File: config.mk
export PLATFORM = sky130hd
export DESIGN_NAME = shift_sequencer_flat
export DESIGN_NICKNAME = d
export VERILOG_FILES = /design/src/rtl/shift_sequencer_if.sv /design/src/rtl/shift_sequencer.sv /design/src/flat_wrapper.sv
export SDC_FILE = /design/constraint.sdc
export NUM_CORES = 1
export LEC_CHECK = 0
export ABC_AREA = 1
export BUFFER_PORTS_ARGS = -buffer_cell sky130_fd_sc_hd__clkbuf_2
export CAP_MARGIN = 20
export CORE_AREA = 8 8 80 110
export CTS_CLUSTER_DIAMETER = 150
export DETAILED_ROUTE_END_ITERATION = 10
export DIE_AREA = 0 0 88 118
export GPL_TIMING_DRIVEN = 0
export HOLD_SLACK_MARGIN = 0.08
export PLACE_DENSITY = 0.77
export SLEW_MARGIN = 20
export SYNTH_ARGS = -nofsm -noshare
export SYNTH_HDL_FRONTEND = slang
export SYNTH_SLANG_ARGS = --single-unit
export TNS_END_PERCENT = 20
File: constraint.sdc
create_clock -name clk -period 1.35 [get_ports clk]
set_input_delay 0.135 -clock clk [delete_from_list [all_inputs] [get_ports clk]]
set_output_delay 0.135 -clock clk [all_outputs]
set_load 0.05 [all_outputs]
File: src/rtl/shift_sequencer_if.sv
// ---------------------------------------------------------------------------
// shift_sequencer_if
//   Command/result bundle between the execute-stage ALU and the multi-cycle
//   shift sequencer.
//
//   Signals
//     start  ALU -> seq   command strobe, honoured only while busy is low
//     op     ALU -> seq   00=SLL 01=SRL 10=SRA 11=ROTR
//     shamt  ALU -> seq   shift amount, 0..WIDTH-1
//     in     ALU -> seq   operand
//     busy   seq -> ALU   command in progress
//     done   seq -> ALU   one-cycle pulse, out holds a fresh result
//     out    seq -> ALU   result, held until the next done
//
//   Modports
//     master  the ALU side that issues commands
//     slave   the sequencer side that executes them
// ---------------------------------------------------------------------------
interface shift_sequencer_if #(
    parameter int WIDTH   = 32,
    parameter int SHAMT_W = 5
);

    logic               start;
    logic [1:0]         op;
    logic [SHAMT_W-1:0] shamt;
    logic [WIDTH-1:0]   in;
    logic               busy;
    logic               done;
    logic [WIDTH-1:0]   out;

    modport master (
        output start,
        output op,
        output shamt,
        output in,
        input  busy,
        input  done,
        input  out
    );

    modport slave (
        input  start,
        input  op,
        input  shamt,
        input  in,
        output busy,
        output done,
        output out
    );

endinterface

File: src/rtl/shift_sequencer.sv
// ---------------------------------------------------------------------------
// shift_sequencer
//   Multi-cycle controller for the single-bit shift datapath of the MIPS
//   execute stage. One command (SLL/SRL/SRA/ROTR plus amount) is captured
//   into an accumulator and shifted by one bit position per clock; once the
//   remaining count reaches zero the accumulator is published on out with a
//   one-cycle done pulse. This replaces a combinational barrel shifter with a
//   start/busy/done handshake.
//
//   Parameters
//     WIDTH    data width of operand and result
//     SHAMT_W  shift-amount width, 2**SHAMT_W must cover WIDTH
//
//   Ports
//     clk    clock, every state update on the rising edge
//     reset  synchronous, active-high; aborts any command in flight
//     bus    shift_sequencer_if.slave (start/op/shamt/in, busy/done/out)
//
//   Timing
//     The command is accepted on the edge that sees start high in IDLE.
//     done rises exactly shamt+1 edges later, busy is high for those
//     shamt+1 cycles, and start during the done cycle is accepted at once.
// ---------------------------------------------------------------------------
module shift_sequencer #(
    parameter int WIDTH   = 32,
    parameter int SHAMT_W = 5
) (
    input  logic                 clk,
    input  logic                 reset,
    shift_sequencer_if.slave     bus
);

    typedef enum logic {
        IDLE  = 1'b0,
        SHIFT = 1'b1
    } state_t;

    typedef enum logic [1:0] {
        OP_SLL  = 2'b00,
        OP_SRL  = 2'b01,
        OP_SRA  = 2'b10,
        OP_ROTR = 2'b11
    } shift_op_t;

    state_t             state;
    state_t             state_next;
    shift_op_t          op_q;
    shift_op_t          op_next;
    logic [WIDTH-1:0]   acc;
    logic [WIDTH-1:0]   acc_next;
    logic [WIDTH-1:0]   acc_shifted;
    logic [SHAMT_W-1:0] count;
    logic [SHAMT_W-1:0] count_next;
    logic [WIDTH-1:0]   out_q;
    logic [WIDTH-1:0]   out_next;
    logic               done_q;
    logic               done_next;

    // One-bit step of the accumulator for the latched operation. SRA refills
    // the vacated MSB with the old sign bit, ROTR refills it with the bit
    // that falls out of the LSB.
    always_comb begin
        acc_shifted = acc;
        case (op_q)
            OP_SLL:  acc_shifted = {acc[WIDTH-2:0], 1'b0};
            OP_SRL:  acc_shifted = {1'b0, acc[WIDTH-1:1]};
            OP_SRA:  acc_shifted = {acc[WIDTH-1], acc[WIDTH-1:1]};
            OP_ROTR: acc_shifted = {acc[0], acc[WIDTH-1:1]};
            default: acc_shifted = acc;
        endcase
    end

    // Next-state logic. Everything holds by default; done defaults low so
    // that it can only ever be a single-cycle pulse. In SHIFT the command
    // inputs are not looked at, which is what makes start, op, shamt and in
    // irrelevant while busy.
    always_comb begin
        state_next = state;
        op_next    = op_q;
        acc_next   = acc;
        count_next = count;
        out_next   = out_q;
        done_next  = 1'b0;

        case (state)
            IDLE: begin
                if (bus.start) begin
                    acc_next   = bus.in;
                    count_next = bus.shamt;
                    op_next    = shift_op_t'(bus.op);
                    state_next = SHIFT;
                end
            end

            SHIFT: begin
                if (count != '0) begin
                    acc_next   = acc_shifted;
                    count_next = count - SHAMT_W'(1);
                end else begin
                    // Count exhausted: the accumulator already holds the
                    // full result, so publish it and free the unit.
                    out_next   = acc;
                    done_next  = 1'b1;
                    state_next = IDLE;
                end
            end

            default: begin
                state_next = IDLE;
            end
        endcase
    end

    // State register. Reset is synchronous and wins over everything,
    // including a command half way through its shift, which is simply
    // dropped without a done pulse.
    always_ff @(posedge clk) begin
        if (reset) begin
            state  <= IDLE;
            op_q   <= OP_SLL;
            acc    <= '0;
            count  <= '0;
            out_q  <= '0;
            done_q <= 1'b0;
        end else begin
            state  <= state_next;
            op_q   <= op_next;
            acc    <= acc_next;
            count  <= count_next;
            out_q  <= out_next;
            done_q <= done_next;
        end
    end

    // busy is exactly "a command occupies the datapath", i.e. the SHIFT state.
    assign bus.busy = (state == SHIFT);
    assign bus.done = done_q;
    assign bus.out  = out_q;

endmodule

File: src/flat_wrapper.sv
// flat-port wrapper written by rule: the top's interface ports become plain ports
module shift_sequencer_flat 
#(
    parameter int WIDTH   = 32,
    parameter int SHAMT_W = 5
)
  (clk, reset, bus_start, bus_op, bus_shamt, bus_in, bus_busy, bus_done, bus_out);
  shift_sequencer_if #(.WIDTH(WIDTH), .SHAMT_W(SHAMT_W)) bus_i ();
  input  logic clk;
  input  logic reset;
  input wire logic [$bits(bus_i.start)-1:0] bus_start;
  input wire logic [$bits(bus_i.op)-1:0] bus_op;
  input wire logic [$bits(bus_i.shamt)-1:0] bus_shamt;
  input wire logic [$bits(bus_i.in)-1:0] bus_in;
  output wire logic [$bits(bus_i.busy)-1:0] bus_busy;
  output wire logic [$bits(bus_i.done)-1:0] bus_done;
  output wire logic [$bits(bus_i.out)-1:0] bus_out;
  assign bus_i.start = bus_start;
  assign bus_i.op = bus_op;
  assign bus_i.shamt = bus_shamt;
  assign bus_i.in = bus_in;
  assign bus_busy = bus_i.busy;
  assign bus_done = bus_i.done;
  assign bus_out = bus_i.out;
  shift_sequencer #(.WIDTH(WIDTH), .SHAMT_W(SHAMT_W)) u_core (.clk(clk), .reset(reset), .bus(bus_i));
endmodule
==> results of run 1 <==
worst max-delay path by stage:
stage	end	slack, ns	depth (start not counted)
final	u_core.acc[14]	-0.04	9
after global routing	u_core.acc[14]	-0.12	9
after CTS	u_core.acc[25]	0.004	9
after detailed placement	u_core.bus.out[30]	-0.25	6
after global placement	u_core.bus.out[30]	-0.16	6
after floorplan	u_core.acc[10]	0.01	9
where the power goes:
| part | leakage [nW] | internal (mW) | total, mW | switching [mW] |
|---|---|---|---|---|
| registers | 0.602 | 2.42 | 2.65 | 0.232 |
| clock network | 0.0932 | 0.760 | 1.53 | 0.775 |
| logic | 1.22 | 0.721 | 1.94 | 1.22 |
kinds of logic after synthesis:
group	after synthesis	share of synthesized area, %
xor gates and xnor gates	1	0.264
and+or+nand+nor	163	19.0
DFF	73	44.1
AOI/OAI and AO/OA	170	25.7
adders and majority gates	1	0.377
buffers and inverters	77	10.7
worst reg2reg max path, stage by stage (launching register included):
cell	delay (ns)
sky130_fd_sc_hd__dfxtp_2	0.32
sky130_fd_sc_hd__inv_2	0.08
sky130_fd_sc_hd__ha_4	0.15
sky130_fd_sc_hd__nand3_2	0.07
sky130_fd_sc_hd__nand2_2	0.09
sky130_fd_sc_hd__nand2_4	0.07
sky130_fd_sc_hd__buf_12	0.16
sky130_fd_sc_hd__clkbuf_16	0.16
sky130_fd_sc_hd__o21ai_2	0.12
sky130_fd_sc_hd__nor2_1	0.06
through the flow:
stage                     total power [mW]  setup WS, ns  cell area [um^2]  util (%)
final                                 6.12       -0.0444              4380      61.0
after global routing                  6.46        -0.115              4380      61.0
after CTS                             5.86       0.00448              4080      56.8
after detailed placement              4.27        -0.246              3820      53.2
after global placement                4.24        -0.163              3820      53.2
after floorplan                       3.84        0.0122              3320         -
area by class of cell:
type                            count  area [um^2]
Tap cell                           97          121
Buffer                             35          278
Fill cell                         657         2800
Multi-Input combinational cell    335         1650
Timing Repair Buffer               87          523
Sequential cell                    73         1470
Clock buffer                       13          159
Inverter                           42          160
Clock inverter                      3         15.0
per-layer routing:
layer  wire (um)  share of wire [%]  vias up  global-route usage (%)
li1            -                  -     1777                       -
met1        3720                 39     1625                    19.6
met2        4930                 52      105                    29.4
met3         574                6.0       29                    4.96
met4         328                3.4        0                    10.1
met5           0                  0        -                       0
layout by cell type, fill, tap and decap left out, types with 3 or more instances in the layout:
cell type                       synthesis  routed
sky130_fd_sc_hd__nor2_1               103     101
sky130_fd_sc_hd__clkbuf_4               0       7
sky130_fd_sc_hd__o21ai_0               85      63
sky130_fd_sc_hd__clkbuf_2               0      77
sky130_fd_sc_hd__clkbuf_1               9       8
sky130_fd_sc_hd__dlygate4sd3_1          0       3
sky130_fd_sc_hd__inv_2                  1       3
sky130_fd_sc_hd__buf_2                 19      11
sky130_fd_sc_hd__nand2_1               49      47
sky130_fd_sc_hd__o21ai_1               46      41
sky130_fd_sc_hd__clkbuf_16              0       3
sky130_fd_sc_hd__buf_6                  4       6
sky130_fd_sc_hd__buf_4                  3       5
sky130_fd_sc_hd__inv_1                 41      38
sky130_fd_sc_hd__buf_12                 0       3
sky130_fd_sc_hd__nand3_1                8       6
sky130_fd_sc_hd__dfxtp_1               73      69
sky130_fd_sc_hd__clkbuf_8               0      11
sky130_fd_sc_hd__clkinv_2               0       3
sky130_fd_sc_hd__o21ai_2                0      27
sky130_fd_sc_hd__dfxtp_2                0       3
sky130_fd_sc_hd__a21oi_1               39      37
registers in the layout (all words and copies together), names as in the netlist:
register / count
u_core.bus.out: 32
u_core.op_q: 2
u_core.count: 5
u_core.bus.done: 1
u_core.bus.busy: 1
u_core.acc: 32
what timing repair did:
| action | in CTS | in global routing |
|---|---|---|
| cloned | 1 | 3 |
| pin swaps | 1 | 16 |
| resized for setup | 22 | 72 |
| hold endpoints to repair | 4 | 0 |
| hold buffers | 3 | 0 |
| endpoints found under the setup margin | 70 | 63 |
| setup buffers | 2 | 3 |
==> impl_metrics.env, run 1 <==
export IMPL_drt_pre_antenna_iters=4
export IMPL_rsz_0062_raised_after_global_routing="yes"
export IMPL_maxSlewHeadroom_pct=55.2
export IMPL_grt_max_degree=12
export IMPL_top_level_ports=76
export IMPL_synth_top_cells_by_count="sky130_fd_sc_hd__nor2_1, sky130_fd_sc_hd__o21ai_0, sky130_fd_sc_hd__dfxtp_1"
export IMPL_power_leakage_nw=1.92
export IMPL_critical_path_peak_fanout=8
export IMPL_synth_edf_count=0
export IMPL_initial_antenna_violation_count=0
export IMPL_cp_start_kind="flop"
export IMPL_worst_ep_arrival_time_ns=1.64
export IMPL_pwr_density_cell_nw_per_um2=1400
export IMPL_worst_skew_pair_later_pin_latency_ns=0.35
export IMPL_final_setup_tns_ns=-0.246
export IMPL_clockBufferDepth=2
export IMPL_area_growth_syn_to_layout_pct=32.0
export IMPL_cp_num_buf_inv=3
export IMPL_placeableCoreArea_um2=7180
export IMPL_routed_wirelength_mm=9.56
export IMPL_drc_errors=0
export IMPL_failed_checks="negative setup slack"
export IMPL_synth_cell_types=18
export IMPL_place_gp_congestion=0.871
export IMPL_final_max_slew_violation_count=0
export IMPL_ir_worst_vdd_mv=0.991
export IMPL_first_global_vias=3274
export IMPL_global_route_usage_total_pct=17.8
export IMPL_crit_path_start="u_core.count[0]"
export IMPL_min_period_over_period_pct=103
export IMPL_num_vias=3536
export IMPL_synth_sequential_area_ratio_pct=44.1
export IMPL_drive_above_1_share_pct=29.4
export IMPL_finish_cell_count_without_fillers=685
export IMPL_die_y_um=118
export IMPL_clock_skew_ns=0.00952
export IMPL_worst_hold_startpoint="bus_op[1]"
export IMPL_clkTransAtPathRegs_ns=0.08
export IMPL_critPathCaptureType="flop"
export IMPL_synth_warnings=0
export IMPL_critical_path_top_delay_family="buffers and inverters"
export IMPL_finalNetCount=626
export IMPL_synth_fp_nets=528
export IMPL_timing_hold_violations_final=0
export IMPL_final_ws_setup_ns=-0.0444
export IMPL_vias_per_cell=5.16
export IMPL_route_antenna_remaining_nets=0
export IMPL_cp_cell_sequence="inv_2 -> ha_4 -> nand3_2 -> nand2_2 -> nand2_4 -> buf_12 -> clkbuf_16 -> o21ai_2 -> nor2_1"
export IMPL_synth_most_common_cell="sky130_fd_sc_hd__nor2_1"
export IMPL_worstHoldPathType="input pin to flop"
export IMPL_cp_slowest_cell="sky130_fd_sc_hd__dfxtp_2"
export IMPL_outcome="complete, but fails checks"
export IMPL_cts_htree_levels=3
export IMPL_worst_slew_pin_slew_ns=0.673
export IMPL_initial_core_util_pct=46.2
export IMPL_synth_ff_latch_count=73
export IMPL_cell_depth_of_the_worst_min_delay_path=3
export IMPL_cts_buffers=9
export IMPL_post_synth_top_area_cell="sky130_fd_sc_hd__dfxtp_1"
export IMPL_crit_type="flop to flop"
export IMPL_fmax_mhz=717
export IMPL_synth_top_flop_cell="sky130_fd_sc_hd__dfxtp_1"
export IMPL_place_hpwl_mm=6.50
export IMPL_die_area_um2=10400
export IMPL_syn_cell_area_um2=3320
export IMPL_critical_path_max_stage_delay_ns=0.32
export IMPL_grt_overflow_total=0
export IMPL_synthDominantCellAreaShare_pct=44.1
export IMPL_r2r_worst_path_cells=9
export IMPL_fp_dieW_um=88
export IMPL_r2r_end="u_core.acc[14]"
export IMPL_hold_ws_ns=0.0924
export IMPL_synth_cells=485
export IMPL_clock_tree_from_tritoncts="done"
export IMPL_cts_num_sinks=73
export IMPL_worst_endpoint_required_ns=1.60
export IMPL_drtIter0Drc=392
export IMPL_port_buffer_count=75
export IMPL_route_detailed_wl_per_inst_um=13.9
export IMPL_worst_r2r_setup_slack_ns=-0.04
export IMPL_grt_first_pass_wirelength_mm=14.7
export IMPL_num_antenna_cells=0
export IMPL_root_buffer="sky130_fd_sc_hd__clkbuf_8"
export IMPL_post_synth_main_area_contributors="sky130_fd_sc_hd__dfxtp_1, sky130_fd_sc_hd__o21ai_0, sky130_fd_sc_hd__nor2_1"
export IMPL_mean_area_per_synthesized_cell_um2=6.84
export IMPL_dp_cells=657
export IMPL_rr_startpoint="u_core.count[0]"
export IMPL_async_set_reset_flop_share_out_of_synthesis_pct=0
export IMPL_setup_violations_final=13
export IMPL_std_cell_rows=37
export IMPL_hold_path_endpoint="u_core.op_q[1]"
export IMPL_max_cap_violations=0
export IMPL_layout_min_cycle_time_ns=1.39
Note: power is estimated with default switching activity, not from simulation.
==> run 2, diff against run 1 <==
- CORE_AREA: 8 8 80 110 -> 8 8 77 113
- DIE_AREA: 0 0 88 118 -> 0 0 85 121
- PLACE_DENSITY: 0.77 -> 0.78
==> run 2 against run 1 <==
  * The flow still finishes with violations (negative setup slack)
  * Worst hold slack got worse by 0.00055 ns
  * Sequential power about the same
  * Critical path depth unchanged
  * Fmax increased by 0.42%
  * Combinational power decreased by 3%
  * Count of clock-buffer cells in the layout increased by 1
  * Core utilization increased by 0.062 points
  * Via count increased by 1.3%
  * Flip-flop and latch count unchanged
  * Design area decreased by 1.2%
  * Register-to-register slack about the same
==> impl_metrics.env, run 2 (same netlist as run 1, synthesis figures left out) <==
export IMPL_place_hpwl_mm=6.70
export IMPL_clock_skew_ns=0.00547
export IMPL_std_cell_rows=38
export IMPL_placeableCoreArea_um2=7080
export IMPL_num_vias=3581
export IMPL_r2r_worst_path_cells=9
export IMPL_first_global_vias=3530
export IMPL_drt_pre_antenna_iters=5
export IMPL_power_leakage_nw=1.90
export IMPL_place_gp_congestion=0.857
export IMPL_setup_violations_final=27
export IMPL_outcome="complete, but fails checks"
export IMPL_fillCellCount=655
export IMPL_layout_min_cycle_time_ns=1.39
export IMPL_commonest_cells_after_routing_fill_and_taps_aside="sky130_fd_sc_hd__nor2_1, sky130_fd_sc_hd__clkbuf_2, sky130_fd_sc_hd__dfxtp_1, sky130_fd_sc_hd__o21ai_0, sky130_fd_sc_hd__nand2_1"
export IMPL_final_setup_tns_ns=-0.418
export IMPL_clock_tree_from_tritoncts="done"
export IMPL_timing_hold_violations_final=0
export IMPL_critical_path_max_stage_delay_ns=0.33
export IMPL_crit_path_start="u_core.count[0]"
export IMPL_worst_r2r_setup_slack_ns=-0.04
export IMPL_fmax_mhz=720
export IMPL_num_antenna_cells=0
export IMPL_clockBufferDepth=2
export IMPL_ir_worst_vdd_mv=0.982
export IMPL_min_period_over_period_pct=103
export IMPL_cp_start_kind="flop"
export IMPL_routed_wirelength_mm=9.77
export IMPL_initial_core_util_pct=46.8
export IMPL_cts_buffers=9
export IMPL_final_core_utilization_pct=61.1
export IMPL_worstHoldPathType="input pin to flop"
export IMPL_cts_htree_levels=3
export IMPL_final_max_slew_violation_count=0
export IMPL_critPathCaptureType="flop"
export IMPL_cts_num_sinks=73
export IMPL_final_ws_setup_ns=-0.0386
export IMPL_layout_commonest_cell="sky130_fd_sc_hd__nor2_1"
export IMPL_worst_endpoint_required_ns=1.61
export IMPL_fp_dieW_um=85
export IMPL_area_growth_syn_to_layout_pct=30.4
export IMPL_rr_startpoint="u_core.count[0]"
export IMPL_worst_skew_pair_later_pin_latency_ns=0.36
export IMPL_rsz_0062_raised_after_global_routing="yes"
export IMPL_drtIter0Drc=311
export IMPL_worst_ep_arrival_time_ns=1.65
export IMPL_design_power_total_mw=6.35
export IMPL_pwr_density_cell_nw_per_um2=1470
export IMPL_maxSlewHeadroom_pct=51.5
export IMPL_grt_first_pass_wirelength_mm=15.4
export IMPL_die_y_um=121
export IMPL_worst_slew_pin_slew_ns=0.727
export IMPL_route_antenna_remaining_nets=0
export IMPL_die_area_um2=10300
export IMPL_finalNetCount=623
export IMPL_cp_slowest_cell="sky130_fd_sc_hd__dfxtp_2"
export IMPL_cp_cell_sequence="inv_2 -> ha_4 -> nand3_2 -> nand2_2 -> nand2_4 -> buf_8 -> clkbuf_16 -> o21ai_2 -> nor2_1"
export IMPL_failed_checks="negative setup slack"
export IMPL_global_route_usage_total_pct=18.6
export IMPL_port_buffer_count=75
export IMPL_initial_antenna_violation_count=0
export IMPL_drc_errors=0
export IMPL_root_buffer="sky130_fd_sc_hd__clkbuf_8"
export IMPL_setup_worst_path_end="u_core.acc[9]"
export IMPL_drive_above_1_share_pct=29.1
export IMPL_max_cap_violations=0
export IMPL_grt_overflow_total=0
export IMPL_r2r_end="u_core.acc[9]"
export IMPL_vias_per_cell=5.38
export IMPL_grt_max_degree=12
export IMPL_crit_type="flop to flop"
export IMPL_route_detailed_wl_per_inst_um=14.7
export IMPL_top_level_ports=76
export IMPL_clkTransAtPathRegs_ns=0.08
export IMPL_critical_path_peak_fanout=6
==> run 2: cell types whose count changed in the layout (fill, tap and decap cells not counted), sizes merged <==
cell / before / now
clkinv: 3 / 1
buf: 26 / 28
bufinv: 0 / 1
clkbuf: 106 / 102
==> run 2: worst min path at each step <==
stage / start / end / slack, ns / cells past startpoint
final: bus_op[0] / u_core.op_q[0] / 0.09 / 3
after floorplan: reset / u_core.bus.busy / 0.20 / 1
after CTS: bus_op[0] / u_core.op_q[0] / 0.08 / 3
after detailed placement: reset / u_core.bus.busy / 0.37 / 2
after global routing: bus_op[1] / u_core.op_q[1] / 0.11 / 3
after global placement: reset / u_core.bus.busy / 0.37 / 2
==> run 2: power breakdown <==
| group | switching, mW | internal, mW | total (mW) |
|---|---|---|---|
| registers | 0.244 | 2.42 | 2.66 |
| clock network | 0.811 | 1.00 | 1.82 |
| logic | 1.21 | 0.668 | 1.88 |
| total | 2.26 | 4.09 | 6.35 |
==> run 2: timing repair <==
item                       in CTS  in global routing
setup buffers                   3                  1
pin swaps                       4                 12
gates resized for setup        33                 62
setup endpoints to repair      70                 64
gates cloned                    1                  1
hold buffers                    3                  0
hold endpoints to repair        4                  0
==> run 2: through the flow <==
stage | worst slack, ns | std cells | hold slack, ns | instance area [um^2]
2_1_floorplan | 0.0122 | 485 | 0.198 | 3320
3_3_place_gp | -0.176 | 640 | 0.366 | 3800
3_5_place_dp | -0.227 | 640 | 0.371 | 3800
4_1_cts | -0.0259 | 663 | 0.0830 | 4120
5_1_grt | -0.107 | 665 | 0.109 | 4330
6_report | -0.0386 | 665 | 0.0918 | 4330
==> run 2: area by class of cell <==
class / instances / area, um^2 / area share, %
Multi-Input combinational cell: 335 / 1660 / 38.4
Sequential cell: 73 / 1470 / 33.9
Timing Repair Buffer: 84 / 465 / 10.8
Buffer: 35 / 263 / 6.07
Inverter: 42 / 160 / 3.70
Tap cell: 80 / 100 / 2.31
Clock buffer: 14 / 173 / 3.99
Clock inverter: 2 / 35.0 / 0.810
==> run 2: layer usage <==
| metal | GRT usage, % | wire length [um] | part of all wire, % |
|---|---|---|---|
| met3 | 4.47 | 559 | 5.7 |
| met1 | 18.5 | 3760 | 38 |
| met2 | 32.7 | 5120 | 52 |
| met5 | 0 | 0 | 0 |
| met4 | 13.8 | 337 | 3.4 |
==> run 2: critical path, delay by kind of cell, from the launching register on <==
kind | cells | cell delay (ns)
adders and majority gates | 1 | 0.16
buffers and inverters | 3 | 0.38
AOI/OAI and AO/OA | 1 | 0.13
DFF | 1 | 0.33
and+or+nand+nor | 4 | 0.29
==> run 3, diff against run 2 <==
- SETUP_SLACK_MARGIN: not set -> 0.1
==> run 3 against run 2 <==
  * The flow still finishes with violations (negative setup slack)
  * Core utilization grew 5.6 points
  * Clock skew grew 0.0063 ns
  * Critical endpoint is now u_core.acc[28]
  * Largest cell class unchanged
  * Critical path type unchanged
  * Largest power group unchanged
  * Total power rose by 7.3%
==> impl_metrics.env, run 3 (same netlist as run 1, synthesis figures left out) <==
export IMPL_outcome="complete, but fails checks"
export IMPL_failed_checks="negative setup slack"
export IMPL_worst_skew_pair_later_pin_latency_ns=0.37
export IMPL_dp_cells=640
export IMPL_critPathCaptureType="flop"
export IMPL_final_max_slew_violation_count=0
export IMPL_crit_path_start="u_core.count[0]"
export IMPL_worst_ep_arrival_time_ns=1.67
export IMPL_critical_path_peak_fanout=7
export IMPL_fmax_mhz=704
export IMPL_fp_dieW_um=85
export IMPL_layout_min_cycle_time_ns=1.42
export IMPL_crit_type="flop to flop"
export IMPL_drive_above_1_share_pct=35.6
export IMPL_timing_hold_violations_final=0
export IMPL_drtIter0Drc=279
export IMPL_route_detailed_wl_per_inst_um=15.6
export IMPL_grt_max_degree=13
export IMPL_rsz_0062_raised_after_global_routing="yes"
export IMPL_grt_first_pass_wirelength_mm=16.3
export IMPL_finish_cell_count_without_fillers=675
export IMPL_cts_num_sinks=73
export IMPL_max_cap_violations=0
export IMPL_grt_overflow_total=0
export IMPL_worstHoldPathType="input pin to flop"
export IMPL_area_growth_syn_to_layout_pct=42.4
export IMPL_place_worst_setup_slack_ns=-0.108
export IMPL_final_core_utilization_pct=66.7
export IMPL_num_antenna_cells=0
export IMPL_drt_pre_antenna_iters=6
export IMPL_cts_htree_levels=3
export IMPL_placement_cell_area_um2=3810
export IMPL_first_global_vias=3626
export IMPL_layout_cell_area_non_filler_um2=4720
export IMPL_clockBufferDepth=2
export IMPL_setup_violations_final=56
export IMPL_worst_hold_startpoint="bus_in[17]"
export IMPL_std_cell_rows=38
export IMPL_clkTransAtPathRegs_ns=0.08
export IMPL_die_area_um2=10300
export IMPL_cts_buffers=9
export IMPL_initial_antenna_violation_count=0
export IMPL_place_gp_congestion=0.873
export IMPL_power_leakage_nw=2.04
export IMPL_worst_endpoint_required_ns=1.60
export IMPL_final_setup_tns_ns=-1.43
export IMPL_rr_startpoint="u_core.count[0]"
export IMPL_clock_skew_ns=0.0118
export IMPL_global_route_usage_total_pct=19.5
export IMPL_commonest_cells_after_routing_fill_and_taps_aside="sky130_fd_sc_hd__nor2_1, sky130_fd_sc_hd__clkbuf_2, sky130_fd_sc_hd__dfxtp_1, sky130_fd_sc_hd__o21ai_0"
export IMPL_clock_tree_from_tritoncts="done"
export IMPL_min_period_over_period_pct=105
export IMPL_maxSlewHeadroom_pct=46.9
export IMPL_num_vias=3745
export IMPL_vias_per_cell=5.55
export IMPL_finalNetCount=633
export IMPL_fillCellCount=577
export IMPL_drc_errors=0
export IMPL_die_y_um=121
export IMPL_route_antenna_remaining_nets=0
export IMPL_layout_commonest_cell="sky130_fd_sc_hd__nor2_1"
export IMPL_root_buffer="sky130_fd_sc_hd__clkbuf_8"
export IMPL_initial_core_util_pct=46.8
export IMPL_routed_wirelength_mm=10.5
export IMPL_worst_r2r_setup_slack_ns=-0.07
export IMPL_port_buffer_count=75
export IMPL_ir_worst_vdd_mv=0.906
export IMPL_cp_start_kind="flop"
export IMPL_placeableCoreArea_um2=7080
export IMPL_final_ws_setup_ns=-0.0699
export IMPL_top_level_ports=76
export IMPL_place_hpwl_mm=6.58
export IMPL_pwr_density_cell_nw_per_um2=1440
export IMPL_worst_slew_pin_slew_ns=0.797
[run 3: through the flow]
stage | total power [mW] | hold slack, ns
after global routing | 7.11 | 0.127
final | 6.82 | 0.0980
after global placement | 4.25 | 0.368
after CTS | 6.55 | 0.0934
after floorplan | 3.85 | 0.198
after detailed placement | 4.29 | 0.380
[run 3: path summary, 6_finish.rpt]
check / end / depth (start not counted)
setup / recovery: u_core.acc[28] / 9
setup reg to reg: u_core.acc[28] / 9
hold reg to reg: u_core.bus.out[19] / 2
hold / removal: u_core.acc[17] / 5
[run 3: routing by layer]
| metal | share of wire (%) | vias up | routed length (um) | GRT usage, % |
|---|---|---|---|---|
| met5 | 0 | - | 0 | 0 |
| met4 | 4.0 | 0 | 423 | 11.8 |
| met3 | 6.1 | 39 | 647 | 4.14 |
| met2 | 54 | 155 | 5650 | 35.3 |
| met1 | 36 | 1750 | 3820 | 20.1 |
| li1 | - | 1801 | - | - |
[run 3: repair_timing]
action | in CTS | in global routing
buffers inserted | 5 | 0
endpoints found under the setup margin | 68 | 71
resized for setup | 104 | 62
hold endpoints to repair | 6 | 0
pin swaps | 10 | 6
gates cloned | 7 | 2
hold buffers | 5 | 0
[run 3: cell type report]
class | instances | area [um^2] | area share (%)
Sequential cell | 73 | 1470 | 31.1
Inverter | 42 | 165 | 3.50
Buffer | 35 | 329 | 6.97
Tap cell | 80 | 100 | 2.12
Clock inverter | 5 | 77.6 | 1.64
Timing Repair Buffer | 94 | 634 | 13.4
Clock buffer | 11 | 151 | 3.21
Multi-Input combinational cell | 335 | 1800 | 38.0
[run 3: where the power goes]
group	total, mW	switching (mW)	leakage [nW]	internal (mW)
Sequential	2.68	0.265	0.602	2.42
Combinational	2.16	1.32	1.33	0.841
Clock	1.97	0.836	0.115	1.13
[run 3: worst max-delay path, stage by stage, from the launching register on]
cell,delay (ns)
sky130_fd_sc_hd__dfxtp_2,0.33
sky130_fd_sc_hd__inv_2,0.07
sky130_fd_sc_hd__ha_4,0.15
sky130_fd_sc_hd__nand3_2,0.08
sky130_fd_sc_hd__nand2_2,0.11
sky130_fd_sc_hd__nand2_4,0.07
sky130_fd_sc_hd__buf_12,0.15
sky130_fd_sc_hd__buf_8,0.14
sky130_fd_sc_hd__o21ai_2,0.14
sky130_fd_sc_hd__nor2_1,0.07
